**src/rtl/rx_word_scheduler.sv**
```systemverilog
// rx_word_scheduler
//   Pops bytes from an RX byte FIFO and packs them little-endian into 32-bit
//   words. A word goes to the consumer when four bytes have been collected,
//   or when a partial word has sat idle for timeout_cycles cycles.
//
// Ports
//   clk, rst             clock (rising edge); asynchronous active-low reset
//   enable               1 = new FIFO pops allowed
//   fifo_empty/full      RX byte FIFO status
//   fifo_rd              one-cycle pop strobe (issued from IDLE only)
//   fifo_data            FIFO read data, valid the cycle after fifo_rd
//   timeout_cycles       idle cycles before a partial word is flushed, 0 = off
//   word_data/bytes      assembled word (byte 0 in [7:0]) and valid byte count
//   word_valid/ready     word handshake to the consumer
//   overrun              sticky: FIFO full while a word is stalled
//   clear_overrun        synchronous clear of overrun (a set in the same cycle wins)
//
// state | meaning
// IDLE  | pop a byte if allowed, otherwise run the idle timer
// LATCH | capture fifo_data into lane cnt
// SEND  | present the word until the consumer accepts it

module rx_word_scheduler #(
    parameter int TIMEOUT_W = 16
) (
    input  logic                 clk,
    input  logic                 rst,
    input  logic                 enable,
    input  logic                 fifo_empty,
    input  logic                 fifo_full,
    output logic                 fifo_rd,
    input  logic [7:0]           fifo_data,
    input  logic [TIMEOUT_W-1:0] timeout_cycles,
    output logic [31:0]          word_data,
    output logic [2:0]           word_bytes,
    output logic                 word_valid,
    input  logic                 word_ready,
    output logic                 overrun,
    input  logic                 clear_overrun
);

    typedef enum logic [1:0] {
        IDLE  = 2'd0,
        LATCH = 2'd1,
        SEND  = 2'd2
    } state_t;

    state_t                 state_q, state_d;
    logic [2:0]             cnt_q, cnt_d;
    logic [31:0]            data_q, data_d;
    logic [TIMEOUT_W-1:0]   timer_q, timer_d;
    logic                   overrun_q, overrun_d;
    logic                   pop;
    logic [TIMEOUT_W-1:0]   timeout_m1;

    assign timeout_m1 = timeout_cycles - TIMEOUT_W'(1);

    always_comb begin
        state_d = state_q;
        cnt_d   = cnt_q;
        data_d  = data_q;
        timer_d = timer_q;
        pop     = 1'b0;

        unique case (state_q)
            IDLE: begin
                pop = enable && !fifo_empty && (cnt_q < 3'd4);
                if (pop) begin
                    state_d = LATCH;
                end else if (cnt_q != 3'd0) begin
                    if (timer_q != '1) begin
                        timer_d = timer_q + TIMEOUT_W'(1);
                    end
                    // An available byte always wins over the flush (pop checked first).
                    if ((timeout_cycles != '0) && (timer_q == timeout_m1)) begin
                        state_d = SEND;
                    end
                end
            end
            LATCH: begin
                case (cnt_q[1:0])
                    2'd0:    data_d[7:0]   = fifo_data;
                    2'd1:    data_d[15:8]  = fifo_data;
                    2'd2:    data_d[23:16] = fifo_data;
                    default: data_d[31:24] = fifo_data;
                endcase
                cnt_d   = cnt_q + 3'd1;
                timer_d = '0;
                state_d = (cnt_d == 3'd4) ? SEND : IDLE;
            end
            SEND: begin
                if (word_ready) begin
                    state_d = IDLE;
                    cnt_d   = 3'd0;
                    data_d  = 32'd0;
                    timer_d = '0;
                end
            end
            default: state_d = IDLE;
        endcase
    end

    always_comb begin
        overrun_d = overrun_q;
        if ((state_q == SEND) && !word_ready && fifo_full) begin
            overrun_d = 1'b1;
        end else if (clear_overrun) begin
            overrun_d = 1'b0;
        end
    end

    always_ff @(posedge clk or negedge rst) begin
        if (!rst) begin
            state_q   <= IDLE;
            cnt_q     <= 3'd0;
            data_q    <= 32'd0;
            timer_q   <= '0;
            overrun_q <= 1'b0;
        end else begin
            state_q   <= state_d;
            cnt_q     <= cnt_d;
            data_q    <= data_d;
            timer_q   <= timer_d;
            overrun_q <= overrun_d;
        end
    end

    // pop is combinational from IDLE; gate with rst so no strobe escapes during reset.
    assign fifo_rd    = pop && rst;
    assign word_valid = (state_q == SEND);
    assign word_data  = data_q;
    assign word_bytes = cnt_q;
    assign overrun    = overrun_q;

endmodule

```
**config.mk**
```make
export PLATFORM = sky130hd
export DESIGN_NAME = rx_word_scheduler
export DESIGN_NICKNAME = d
export VERILOG_FILES = /design/src/rtl/rx_word_scheduler.sv
export SDC_FILE = /design/constraint.sdc
export NUM_CORES = 1
export LEC_CHECK = 0
export CAP_MARGIN = 30
export CORE_MARGIN = 5
export CORE_UTILIZATION = 24
export DETAILED_ROUTE_END_ITERATION = 6
export GPL_ROUTABILITY_DRIVEN = 0
export SETUP_SLACK_MARGIN = 0.1
export SYNTH_ARGS = -nofsm -noshare
export SYNTH_HDL_FRONTEND = slang
export SYNTH_SLANG_ARGS = --single-unit
```
**constraint.sdc**
```tcl
create_clock -name clk -period 2.8 [get_ports clk]
set_input_delay 0.42 -clock clk [delete_from_list [all_inputs] [get_ports clk]]
set_output_delay 0.42 -clock clk [all_outputs]
set_load 0.02 [all_outputs]
```
### Word-level counts from Yosys, hierarchy flattened

Cells that the tools add are included.
Widths: inputs -> output; s select.

* reduce and logical (&&, ||, !) cells: 23
* magnitude comparators: 1
* mux-type cells: 22
* add/subtract/negate cells: 3
* eq/ne operators: 17

Operator list (count)
* $mux 16: 4
* $pmux 32 s2: 1
* $pmux 16 s3: 1
* $mux 32: 1
* $mux 8: 4
* $add 16x1->16 const B: 1
* $eq 16x16->1: 1
* $ne 16x16->1 const B: 1
* $reduce_bool 16->1: 1
* $sub 16x1->16 const B: 1
* $reduce_and 3->1: 5
* $ne 2x2->1 const B: 7
* $mux 2: 5
* $logic_and 1x1->1: 6
* $ne 3x3->1 const B: 2
* $pmux 2 s3: 1
* $pmux 3 s2: 1
* $reduce_bool 3->1: 2
* $reduce_and 5->1: 1
* $eq 2x1->1 const B: 2
* $eq 2x2->1 const B: 2
* $logic_not 2->1: 2
* $reduce_bool 2->1: 2
* $add 3x1->3 const B: 1
* other kinds (8): 11

* bits of input ports: 31
* output and inout bits: 38
* bits in registers: 54

### Depth between registers and ports, before layout

Gate-level depths: netlist of run 1.

* depth in word-level cells: 7
* depth in mapped cells: 8
* mapped depth without buffers: 8

### Least setup slack after synthesis of run 1

No wires, ideal clock.

* path type: in2reg
* start: input timeout_cycles[7]
* end: register state_q[0]
* stages: 6
* library setup time: 0.119 ns
* data arrival time: 2.082 ns
* data required time: 2.681 ns
* path slack: 0.599 ns
* path through: or4_4 -> or4_4 -> nor3b_1 -> xnor2_1 -> nand4_1 -> a21bo_1

* cells in the longest elaborated chain, start to end: 5
* elaborated cells between the ends (all ways): 6
* classes of those cells: add/sub: 1; eq/ne: 2; reduce/logical: 3

Ends and longest elaborated chain
* start: declaration: line 33 `input logic [TIMEOUT_W-1:0] timeout_cycles,`
* $sub 16x1->16: line 56 `assign timeout_m1 = timeout_cycles - TIMEOUT_W'(1);`
* $eq 16x16->1: line 75 `if ((timeout_cycles != '0) && (timer_q == timeout_m1)) begin`
* $logic_and 1x1->1 *: line 75
* $ne 3x3->1 (no source line) *
* $reduce_and 3->1 (no source line) *
* end signal: assignment: line 120 `state_q <= state_d;`
* end: declaration: line 48 `state_t state_q, state_d;`

Every way passes the cells marked *; elsewhere a longest branch is shown, timed or not.
A chain may end at the register's enable or synchronous reset.

### Final worst setup path of run 1

* start: input enable
* end: output fifo_rd

* cells in the longest elaborated chain, start to end: 4

Ends and longest elaborated chain
* start: declaration: line 28 `input logic enable,`
* $logic_and 1x1->1 (2 in series): line 67 `pop = enable && !fifo_empty && (cnt_q < 3'd4);`
* $mux 1: line 65 `unique case (state_q)`
* $logic_and 1x1->1: line 129 `assign fifo_rd = pop && rst;`
* end: declaration: line 31 `output logic fifo_rd,`

No other way between the ends.

==> results.json, run 1 <==
{
  "status": "completed",
  "p_leak_uw": 0.001824,
  "fillCellCount": 1317,
  "r2r_cells": 8,
  "start_util_pct": 24.29,
  "crit_fanout": 4,
  "cts_tree": "done",
  "min_period_ns": 2.571,
  "critPathLaunchType": "input pin",
  "dr.pass1.iters": 4,
  "yosys_warnings": 0,
  "switching_share_pct": 40.96,
  "ys_ff_latch": 54,
  "grt.total_usage_pct": 10.59,
  "rr_endpoint": "timer_q[4]",
  "netlist_instances": 309,
  "reg2reg_from": "timer_q[0]",
  "endpoint": "fifo_rd",
  "dieWidth_um": 125.6,
  "hold_violations": 0,
  "setup_violations": 0,
  "hold_path.class": "input pin to asynchronous set/reset pin",
  "synth_area_um2": 3204,
  "grt_max_degree": 55,
  "route.detailed.wl_per_inst_um": 14.52,
  "grt_setup_unrepaired": "no",
  "numPortBuffers": 68,
  "end_kind": "output pin",
  "crit_type": "input pin to output pin",
  "startpoint": "enable",
  "holdWs_ns": 0.2680,
  "maxSlewHeadroom_pct": 44.00,
  "overflow": 0,
  "clock_skew_ns": 0.007565,
  "grt_pass1_wl_mm": 14.01,
  "synth_nets": 351,
  "drv_slew": 0,
  "dpl.hpwl_mm": 6.302,
  "die_area_um2": 15760,
  "rows": 42,
  "wirelength_mm": 8.279,
  "synth-edff-count": 0,
  "p_int_uw": 2701,
  "coreArea_um2": 13190,
  "cts_resized": 0,
  "vdd_ir_drop_max_mv": 0.3637,
  "p_switching_uw": 1874,
  "vias": 2664,
  "antenna_found_initial": 0,
  "crit_required_ns": 2.38,
  "n_antenna_cell": 0,
  "seq_power_share_pct": 29.9,
  "ant_nets": 0,
  "cts_made_buffers": 5,
  "drc": 0,
  "cts.htree.levels": 2,
  "ys_types": 48,
  "seq_area_frac_synth_pct": 42.17,
  "grt_pass1_vias": 2814,
  "cts.sinks": 54,
  "insertion_delay_ns": 0.30,
  "pin_count": 69,
  "multiInputGateArea_um2": 1770,
  "tightest_slew_ns": 0.8400,
  "synthFlopType": "dfrtp_1",
  "layout-drive-gt1-share_pct": 17.26,
  "drt_iter0_drc": 168,
  "finalSetupTns_ns": 0,
  "die_h_um": 125.6,
  "max_freq_mhz": 388.9,
  "postCtsHoldBufs": 0,
  "power_frac_comb_pct": 55.8,
  "clk_pin_slew_worst_paths_ns": 0.07,
  "reg2reg_slack_ns": 0.63,
  "synth-async-reset-ratio_pct": 100.0,
  "critPathArrivalTime_ns": 2.15,
  "drv_cap": 0,
  "cts_buffer_depth": 2,
  "finalCritPeriodShare_pct": 91.83,
  "regArea_um2": 1351,
  "pwr-share-clk_pct": 14.3,
  "pwr_density_cell_nw_per_um2": 1050,
  "utilization_pct": 33.05,
  "syn_area_per_cell_um2": 10.37,
  "post-cts-setup-buffers": 0,
  "fin_nets": 435,
  "route.detailed.vias_per_inst": 4.674,
  "ctsRootBufferMaster": "clkbuf_16",
  "syn_to_final_growth_pct": 36.04
}
## layout by cell type (no fill, tap or decap), types with 4 or more instances in the layout
cell,count
nor4b_1,5
a211o_1,4
nor2_1,7
a31oi_1,4
nor3_1,7
ha_1,11
dfrtp_1,54
mux2_2,32
clkdlybuf4s50_1,67
nor2b_1,25
and3_1,5
nand2b_1,8
xor2_1,9
nor3b_1,6
xnor2_1,11
nand2_1,20
nand3_1,6
clkbuf_16,5
o21ai_0,12
a21oi_1,6
inv_1,12
buf_4,19
a221o_1,7
nor4_1,9
## final cells by class
cell class,instances,area share [%]
Multi-Input combinational cell,233,40.61
Sequential cell,54,31.00
Timing Repair Buffer,87,18.77
Tap cell,176,5.052
Clock buffer,5,2.870
Inverter,12,1.033
Clock inverter,3,0.6602
## logic make-up after synthesis
group	share of synthesized area, %
DFF	42.17
muxes	12.18
buffers and inverters	2.577
adders and majority gates	4.295
xor gates and xnor gates	5.467
and+or+nand+nor	20.89
AOI/OAI and AO/OA	12.42
## cells in the mapped netlist (all sizes together) (5+ instances only)
library cell / number / area [um^2]
dfrtp: 54 / 1351
nor4: 10 / 77.57
inv: 12 / 45.04
a221o: 7 / 70.07
nand2b: 8 / 50.05
mux2: 32 / 360.4
and3: 5 / 31.28
nor4b: 5 / 43.79
nor2: 7 / 26.28
o21ai: 15 / 75.07
ha: 11 / 137.6
nand2: 20 / 75.07
nor3: 7 / 35.03
nand3: 6 / 30.03
clkbuf: 10 / 37.54
xnor2: 11 / 96.34
a21oi: 6 / 30.03
xor2: 9 / 78.83
nor3b: 6 / 45.04
nor2b: 25 / 156.4
## worst min path at each step
stage | startpoint | endpoint | slack (ns) | cells past startpoint
6_report | rst | word_bytes[2] | 0.27 | 2
5_1_grt | rst | word_bytes[2] | 0.37 | 2
4_1_cts | rst | timer_q[10] | 0.32 | 2
3_5_place_dp | word_data[24] | word_data[24] | 0.49 | 1
3_3_place_gp | word_data[9] | word_data[9] | 0.49 | 1
2_1_floorplan | rst | overrun | 0.12 | 0
## sequential cells by signal (all words and copies together) (netlist names)
| register | count |
|---|---|
| word_data | 32 |
| overrun | 1 |
| word_bytes | 3 |
| state_q | 2 |
| timer_q | 16 |
## power by group through the flow
stage          Sequential (uW)  Clock, uW  Combinational, uW
6_report                  1370        655               2550
5_1_grt                   1420        706               2770
4_1_cts                   1370        680               2580
3_5_place_dp              1380          0               2580
3_3_place_gp              1370          0               2530
2_1_floorplan             1640          0               1260
## metal layers
layer	part of all wire [%]	track usage (%)
met3	2.9	1.834
met5	0	0
met4	1.1	3.125
met2	52	18.85
met1	44	13.08
## per-stage QoR
stage	power, uW	cell area [um^2]	setup slack [ns]	instances
after floorplan	2900	3204	0.5992	309
after global placement	3899	4205	0.05902	562
after detailed placement	3964	4205	0.01388	562
after CTS	4633	4359	0.2260	570
after global routing	4887	4359	0.1516	570
final	4575	4359	0.2289	570
## critical path, stage by stage
cell	delay, ns
clkdlybuf4s50_1	0.45
nor3b_1	0.43
and3_1	0.23
clkdlybuf4s50_1	0.62
Note: power is estimated with default switching activity, not from simulation.
==> inputs of run 2 (changes only) <==
--- a/config.mk
+++ b/config.mk
@@ -5,7 +5,7 @@
 export SDC_FILE = /design/constraint.sdc
 export NUM_CORES = 1
 export LEC_CHECK = 0
-export CAP_MARGIN = 30
+export CORE_ASPECT_RATIO = 0.9
 export CORE_MARGIN = 5
 export CORE_UTILIZATION = 24
 export DETAILED_ROUTE_END_ITERATION = 6
==> results.json, run 2 (synthesis results as in run 1) <==
{
  "n_antenna_cell": 0,
  "cts_made_buffers": 5,
  "ctsRootBufferMaster": "clkbuf_16",
  "tightest_slew_ns": 0.8581,
  "end_kind": "register",
  "die_area_um2": 15770,
  "pwr_density_cell_nw_per_um2": 1048,
  "ant_nets": 0,
  "cts_buffer_depth": 2,
  "postCtsHoldBufs": 0,
  "utilization_pct": 32.97,
  "finalWorstSetupSlack_ns": 0.3136,
  "drt_iter0_drc": 102,
  "coreArea_um2": 13210,
  "grt_pass1_vias": 2734,
  "die_h_um": 119.6,
  "multiInputGateArea_um2": 1770,
  "min_period_ns": 2.486,
  "dpl.hpwl_mm": 6.138,
  "fillCellCount": 1362,
  "clock_skew_ns": 0.006986,
  "drv_cap": 0,
  "fin_nets": 436,
  "drc": 0,
  "numPortBuffers": 68,
  "finalSetupTns_ns": 0,
  "vias": 2629,
  "route.detailed.wl_per_inst_um": 14.47,
  "grt_pass1_wl_mm": 13.75,
  "cts.htree.levels": 2,
  "finalCritPeriodShare_pct": 88.80,
  "p_leak_uw": 0.001827,
  "place_ws_ns": 0.02252,
  "dieWidth_um": 131.8,
  "layout_common_cells": "clkdlybuf4s50_1 (67), dfrtp_1 (54), mux2_2 (32)",
  "setup_violations": 0,
  "insertion_delay_ns": 0.29,
  "syn_to_final_growth_pct": 35.96,
  "met3_usage_pct": 1.886,
  "status": "completed",
  "pin_count": 69,
  "critPathArrivalTime_ns": 2.67,
  "crit_required_ns": 2.99,
  "use_met2_pct": 16.75,
  "largest_register_ffs": 32,
  "reg2reg_from": "timer_q[0]",
  "layout-drive-gt1-share_pct": 17.47,
  "route.detailed.vias_per_inst": 4.670,
  "crit_fanout": 4,
  "grt.total_usage_pct": 10.25,
  "cts.sinks": 54,
  "wirelength_mm": 8.146,
  "critPathLaunchType": "input pin",
  "stdcell_count": 563,
  "maxSlewHeadroom_pct": 42.80,
  "dp_cells": 555,
  "startpoint": "timeout_cycles[7]",
  "regArea_um2": 1351,
  "vdd_ir_drop_max_mv": 0.4507,
  "hold_violations": 0,
  "antenna_found_initial": 0,
  "post-cts-setup-buffers": 0,
  "grt_max_degree": 55,
  "rows": 40,
  "overflow": 0,
  "grt_use_met1_pct": 14.22,
  "final_common_cell": "clkdlybuf4s50_1",
  "crit_type": "input pin to register",
  "dr.pass1.iters": 4,
  "max_freq_mhz": 402.2,
  "hold_path.class": "input pin to asynchronous set/reset pin",
  "start_util_pct": 24.25,
  "grt_setup_unrepaired": "no",
  "cts_resized": 0,
  "busiest_layer": "met2",
  "cts_tree": "done",
  "drv_slew": 0,
  "clk_pin_slew_worst_paths_ns": 0.08
}
run 2: changes by cell type in the layout (fill, tap and decap cells not counted), sizes merged:
| cell | change |
|---|---|
| buf | +1 |
run 2: layer usage:
layer	vias to the layer above	wire length (um)
met4	0	90
met5	-	0
met2	51	3866
met3	7	284
li1	1298	-
met1	1273	3905
run 2: critical path: stages:
cell and delay, ns:
clkdlybuf4s50_1 0.42, or4_4 0.57, or4_4 0.45, nor3b_1 0.27, xnor2_1 0.15, nand4_1 0.16, a21bo_1 0.22
run 2: through the flow:
step	cell area, um^2	power, uW	hold WS [ns]
floorplan	3204	2900	0.1244
global placement	4203	3900	0.4927
detailed placement	4203	3954	0.4995
CTS	4357	4651	0.3410
global route	4357	4892	0.3802
finish	4357	4566	0.2951
run 2: where the power goes:
part | switching [uW] | leakage (uW) | total, uW | internal, uW
combinational | 1280 | 0.00106 | 2520 | 1240
sequential | 271 | 0.000687 | 1380 | 1110
clock | 320 | 0.0000763 | 664 | 344
run 2: layout make-up:
class,instances,share of cell area (%)
Tap cell,168,4.825
Clock buffer,5,2.872
Multi-Input combinational cell,233,40.64
Clock inverter,3,0.6605
Inverter,12,1.034
Sequential cell,54,31.02
Timing Repair Buffer,88,18.95
run 2: final timing paths:
path                                       to  slack [ns]  depth (start not counted)
worst min register to register  word_data[29]        0.52                          1
worst max-delay path               state_q[0]        0.31                          7
max in group asynchronous        word_data[6]        2.06                          2
min in group clk                word_data[29]        0.52                          1
worst max register to register     timer_q[6]        0.57                          8
worst min-delay path            word_data[28]        0.30                          2
==> inputs of run 3 (changes only) <==
--- a/config.mk
+++ b/config.mk
@@ -8,6 +8,7 @@
 export CORE_ASPECT_RATIO = 0.9
 export CORE_MARGIN = 5
 export CORE_UTILIZATION = 24
+export CTS_CLUSTER_SIZE = 16
 export DETAILED_ROUTE_END_ITERATION = 6
 export GPL_ROUTABILITY_DRIVEN = 0
 export SETUP_SLACK_MARGIN = 0.1
==> results of run 3 <==
The final DEF is identical to that of run 2; final timing and power are the same.
